**config.mk**
```make
export PLATFORM = sky130hd
export DESIGN_NAME = lives_ctrl_flat
export DESIGN_NICKNAME = d
export VERILOG_FILES = /design/src/rtl/lives_ctrl_pkg.sv /design/src/rtl/lives_ctrl_if.sv /design/src/rtl/lives_ctrl.sv /design/src/flat_wrapper.sv
export SDC_FILE = /design/constraint.sdc
export NUM_CORES = 1
export LEC_CHECK = 0
export ABC_AREA = 1
export CORE_ASPECT_RATIO = 0.8
export CORE_MARGIN = 2
export CORE_UTILIZATION = 41
export CTS_CLUSTER_DIAMETER = 30
export DETAILED_ROUTE_END_ITERATION = 16
export GPL_ROUTABILITY_DRIVEN = 0
export PLACE_DENSITY = 0.68
export RECOVER_POWER = 100
export SYNTH_ARGS = -nofsm -noshare
export SYNTH_HDL_FRONTEND = slang
export SYNTH_SLANG_ARGS = --single-unit
```
**constraint.sdc**
```tcl
create_clock -name clk -period 3.28 [get_ports clk]
set_input_delay 0.328 -clock clk [delete_from_list [all_inputs] [get_ports clk]]
set_output_delay 0.328 -clock clk [all_outputs]
set_load 0.005 [all_outputs]
```
**src/rtl/lives_ctrl_pkg.sv**
```systemverilog
// Shared game definitions: life limits, invulnerability default and FSM encoding.
// Also used by the score and sprite blocks.
package lives_ctrl_pkg;

  localparam int MAX_LIVES          = 3;
  localparam int DEFAULT_INV_FRAMES = 120;

  typedef enum logic [1:0] {
    ST_PLAY = 2'd0,
    ST_INV  = 2'd1,
    ST_OVER = 2'd2
  } game_state_t;

  // Lives after an optional accepted hit and optional award, saturated at MAX_LIVES.
  // A hit is only ever applied with lives >= 1, so the 3-bit sum cannot wrap.
  function automatic logic [1:0] lives_update(input logic [1:0] lives,
                                              input logic       hit,
                                              input logic       award);
    logic [2:0] sum;
    sum = {1'b0, lives} + {2'b00, award} - {2'b00, hit};
    if (sum > 3'(MAX_LIVES)) sum = 3'(MAX_LIVES);
    return sum[1:0];
  endfunction

endpackage

```
**src/rtl/lives_ctrl_if.sv**
```systemverilog
// Game-side signal bundle for the lives controller.
interface lives_ctrl_if;

  logic       frame_tick;
  logic       player_hit;
  logic [2:0] speed_level;
  logic       restart;
  logic [1:0] p_lives;
  logic       invuln;
  logic       blink;
  logic       life_lost;
  logic       game_over;

  modport master (
    output frame_tick, player_hit, speed_level, restart,
    input  p_lives, invuln, blink, life_lost, game_over
  );

  modport slave (
    input  frame_tick, player_hit, speed_level, restart,
    output p_lives, invuln, blink, life_lost, game_over
  );

endinterface

```
**src/rtl/lives_ctrl.sv**
```systemverilog
// Player lives / invulnerability / game-over controller.
// Single registered FSM: PLAY -> INV on a hit, INV -> PLAY after INV_FRAMES frames, OVER on last life.
module lives_ctrl
  import lives_ctrl_pkg::*;
#(
  parameter int START_LIVES = 3,
  parameter int INV_FRAMES  = DEFAULT_INV_FRAMES,
  parameter int BLINK_BIT   = 3
) (
  input  logic         clk,
  input  logic         rst,
  lives_ctrl_if.slave  bus
);

  localparam logic [1:0] START_LOAD = 2'(START_LIVES);
  localparam logic [7:0] INV_LOAD   = 8'(INV_FRAMES);

  game_state_t state_reg;
  logic [7:0]  inv_cnt_reg;
  logic [2:0]  spd_q_reg;
  logic [1:0]  lives_reg;
  logic        invuln_reg;
  logic        blink_reg;
  logic        life_lost_reg;
  logic        game_over_reg;

  logic        award;
  logic [1:0]  lives_hit;
  logic [1:0]  lives_award;
  logic [7:0]  inv_dec;

  // A rising difficulty level earns a life; drops (score reset) are ignored.
  assign award       = (bus.speed_level > spd_q_reg) && (state_reg != ST_OVER);
  assign lives_hit   = lives_update(lives_reg, 1'b1, award);
  assign lives_award = lives_update(lives_reg, 1'b0, award);
  assign inv_dec     = inv_cnt_reg - 8'd1;

  always_ff @(posedge clk) begin
    if (rst) begin
      state_reg     <= ST_PLAY;
      lives_reg     <= START_LOAD;
      inv_cnt_reg   <= 8'd0;
      spd_q_reg     <= bus.speed_level;
      invuln_reg    <= 1'b0;
      blink_reg     <= 1'b0;
      life_lost_reg <= 1'b0;
      game_over_reg <= 1'b0;
    end else begin
      spd_q_reg     <= bus.speed_level;
      life_lost_reg <= 1'b0;
      case (state_reg)
        ST_PLAY: begin
          if (bus.player_hit) begin
            lives_reg     <= lives_hit;
            life_lost_reg <= 1'b1;
            if (lives_hit == 2'd0) begin
              state_reg     <= ST_OVER;
              game_over_reg <= 1'b1;
            end else begin
              state_reg   <= ST_INV;
              inv_cnt_reg <= INV_LOAD;
              invuln_reg  <= 1'b1;
              blink_reg   <= INV_LOAD[BLINK_BIT];
            end
          end else begin
            lives_reg <= lives_award;
          end
        end
        ST_INV: begin
          // Hits are ignored here; awards still apply without touching the counter.
          lives_reg <= lives_award;
          if (bus.frame_tick) begin
            if (inv_cnt_reg == 8'd1) begin
              state_reg   <= ST_PLAY;
              inv_cnt_reg <= 8'd0;
              invuln_reg  <= 1'b0;
              blink_reg   <= 1'b0;
            end else begin
              inv_cnt_reg <= inv_dec;
              blink_reg   <= inv_dec[BLINK_BIT];
            end
          end
        end
        ST_OVER: begin
          if (bus.restart) begin
            state_reg     <= ST_PLAY;
            lives_reg     <= START_LOAD;
            game_over_reg <= 1'b0;
          end
        end
        default: begin
          state_reg     <= ST_PLAY;
          lives_reg     <= START_LOAD;
          inv_cnt_reg   <= 8'd0;
          invuln_reg    <= 1'b0;
          blink_reg     <= 1'b0;
          game_over_reg <= 1'b0;
        end
      endcase
    end
  end

  assign bus.p_lives   = lives_reg;
  assign bus.invuln    = invuln_reg;
  assign bus.blink     = blink_reg;
  assign bus.life_lost = life_lost_reg;
  assign bus.game_over = game_over_reg;

endmodule
```
**src/flat_wrapper.sv**
```systemverilog
// flat-port wrapper written by rule: the top's interface ports become plain ports
module lives_ctrl_flat import lives_ctrl_pkg::*;
#(
  parameter int START_LIVES = 3,
  parameter int INV_FRAMES  = DEFAULT_INV_FRAMES,
  parameter int BLINK_BIT   = 3
)
  (clk, rst, bus_frame_tick, bus_player_hit, bus_speed_level, bus_restart, bus_p_lives, bus_invuln, bus_blink, bus_life_lost, bus_game_over);
  lives_ctrl_if bus_i ();
  input  logic clk;
  input  logic rst;
  input wire logic [$bits(bus_i.frame_tick)-1:0] bus_frame_tick;
  input wire logic [$bits(bus_i.player_hit)-1:0] bus_player_hit;
  input wire logic [$bits(bus_i.speed_level)-1:0] bus_speed_level;
  input wire logic [$bits(bus_i.restart)-1:0] bus_restart;
  output wire logic [$bits(bus_i.p_lives)-1:0] bus_p_lives;
  output wire logic [$bits(bus_i.invuln)-1:0] bus_invuln;
  output wire logic [$bits(bus_i.blink)-1:0] bus_blink;
  output wire logic [$bits(bus_i.life_lost)-1:0] bus_life_lost;
  output wire logic [$bits(bus_i.game_over)-1:0] bus_game_over;
  assign bus_i.frame_tick = bus_frame_tick;
  assign bus_i.player_hit = bus_player_hit;
  assign bus_i.speed_level = bus_speed_level;
  assign bus_i.restart = bus_restart;
  assign bus_p_lives = bus_i.p_lives;
  assign bus_invuln = bus_i.invuln;
  assign bus_blink = bus_i.blink;
  assign bus_life_lost = bus_i.life_lost;
  assign bus_game_over = bus_i.game_over;
  lives_ctrl #(.START_LIVES(START_LIVES), .INV_FRAMES(INV_FRAMES), .BLINK_BIT(BLINK_BIT)) u_core (.clk(clk), .rst(rst), .bus(bus_i));
endmodule
```
==> flow_summary.ini <==
[power]
power_density_nw_per_um2 = 941
power.leakage_nw = 0.701
ir_drop_mv = 0.415
power_mw = 1.32

[global_routing]
grt_overflow_total = 0
grt_max_degree = 10
grt_pass1_wl_um = 4250
track_usage = 0.170
grt_pass1_vias = 1018
antenna_found_initial = 0

[yosys]
synth_area_leaders = dfxtp_1 (32%), nand2_1 (16%), ha_1 (11%), inv_1 (7.4%), a21oi_1 (5.4%)
syn_inst = 163
netlist.area_leader.share = 0.324
syn_area_um2 = 1110
yosys_warnings = 0
synth_nets = 181
synthSimpleGateAreaFrac = 0.351
synth_top_family_by_area = simple AND/OR/NAND/NOR gates
synth_mux_area_frac = 0
synth_area_per_cell_um2 = 6.82
yosysTopAreaCell = dfxtp_1
synth_fa_ha_area_frac = 0.113
synth-seq-area-share = 0.324
synth-xor-area-share = 0
synth_compound_area_frac = 0.120
synth_cell_type_count = 24
synth-seq-cells = 18

[clock_network]
cts_hold_buf = 0
cts_num_sinks = 18
ctsRootBufferMaster = clkbuf_4
insertion_delay_ns = 0.30
cts_buffer_depth = 2
htreeDepth = 1
cts.clk_slew.worst_paths_ns = 0.11
tritoncts = done
numCtsBuffers = 3

[worst_setup_path]
crit_type = input pin to flop
crit_path_end_kind = flop
worst-path-max-fanout = 7
critPathLaunchType = input pin
cp.required_ns = 3.46
cp.arrival_ns = 3.17

[route]
viasPerCell = 4.84
ant_nets = 0
wirelength_um = 2490
drtIter0Drc = 84
wire_per_inst_um = 11.1
drtPass1Iterations = 5
drcViolationCount = 0
vias = 1080

[placed_design]
hpwlAfterDp_um = 1880
numPortBuffers = 13
dpl_cell_area_um2 = 1340

[sta]
fin_tns_setup_ns = 0
slew-limit-headroom = 0.733
fin_crit_ns = 2.99
fin_crit_sh = 0.911
timing.fmax_ghz = 0.335
finalClockSkew_ns = 0.00261
hold_violations = 0
drv_slew = 0
setup_viol = 0
worst_pin_slew_ns = 0.399
rsz0062_at_grt = no

[floorplanning]
rows = 16
die_h_um = 50.6
dieArea_um2 = 3140
io_pins = 14
placeableCoreArea_um2 = 2500
die_w_um = 62.2
initial_core_util = 0.444

[layout]
final_nets = 207
layout-drive-gt1-share = 0.155
fillers = 236
diodes = 0
area.growth.synth_to_final_pct = 26.6
final_cell_area_um2 = 1410
largest_reg_flops = 8

[status]
run_status = finished, final reports clean

[flow_run]
maxCapViolations = 0

[hold_path]
hold_class = input pin to flop
path summary, 6_finish.rpt:
check                  startpoint                     to  slack [ns]  cells after the start
max            bus_speed_level[0]  u_core.inv_cnt_reg[6]        0.29                     21
max reg2reg   u_core.spd_q_reg[1]  u_core.inv_cnt_reg[6]        0.37                     21
min            bus_speed_level[1]    u_core.spd_q_reg[1]        0.38                      1
min reg2reg  u_core.bus.game_over   u_core.bus.game_over        0.47                      2
Yosys cell counts:
cell,n
nand2_1,47
nor3_1,1
nand3_1,10
o211ai_1,2
inv_2,1
nor2_1,16
nand4_1,2
nand2_4,1
o21ai_1,1
a311oi_1,1
a21oi_1,12
o21ai_0,2
buf_1,1
nor2_2,8
inv_1,22
buf_6,1
nand3b_1,1
o21bai_2,1
ha_1,10
o21bai_1,2
nor2_4,1
dfxtp_1,18
nand2_2,1
o21ai_2,1
logic make-up after synthesis:
kind of cell,Yosys count
compound gates,22
simple gates,88
fa+ha+maj,10
flops,18
buf+inv,25
per-layer routing:
layer  part of all wire  vias up  track usage
li1                   -      566            -
met1               0.50      479        0.223
met2               0.44       29        0.270
met3              0.051        6       0.0381
met4              0.012        0       0.0741
met5                  0        -            0
timing repair:
action / CTS / global route
setup endpoints to repair: 0 / 9
setup buffers: 0 / 3
resized for setup: 0 / 6
area by class of cell:
type,instances,area [µm²],area share
repair buffers,23,214,0.152
clock buffers,3,22.5,0.0160
inverters,23,86.3,0.0614
multi-input cells,120,678,0.482
flip-flops and latches,18,360,0.256
well taps,36,45.0,0.0320
worst max-delay path: stages:
cell	delay, ns
clkdlybuf4s50_1	0.48
inv_1	0.05
ha_1	0.19
o21bai_1	0.13
a21oi_1	0.09
a311oi_2	0.25
buf_4	0.16
ha_1	0.13
inv_1	0.05
ha_1	0.27
nor2_2	0.08
ha_1	0.22
inv_1	0.05
nor2_1	0.04
nor2_2	0.11
nand3_2	0.10
nand2_4	0.15
clkbuf_4	0.15
nor2_1	0.04
nand2_1	0.07
a21oi_1	0.05
report_power, final:
group	internal, mW	leakage, nW	switching, mW	total [mW]
registers	0.286	0.149	0.0685	0.355
logic	0.375	0.539	0.478	0.853
clock network	0.0428	0.0138	0.0725	0.115
total	0.704	0.701	0.619	1.32
metrics by stage:
| stage | std cells | hold slack [ns] | utilization | worst slack (ns) |
|---|---|---|---|---|
| floorplan | 163 | 0.356 | - | 0.609 |
| global placement | 217 | 0.460 | 0.534 | -0.0307 |
| detailed placement | 217 | 0.452 | 0.534 | -0.136 |
| CTS | 220 | 0.480 | 0.543 | 0.159 |
| global route | 223 | 0.376 | 0.562 | 0.0229 |
| finish | 223 | 0.382 | 0.562 | 0.291 |
cells in the final DEF (no fill, tap or decap), drive strengths merged:
cell and count:
a21oi 12, a311oi 1, buf 8, clkbuf 5, clkdlybuf4s25 1, clkdlybuf4s50 6, dfxtp 18, dlygate4sd3 6
ha 10, inv 23, nand2 49, nand3 10, nand3b 1, nand4 2, nor2 25, nor3 1
o211ai 2, o21ai 4, o21bai 3
No activity file was read; power rests on OpenSTA's default activity.
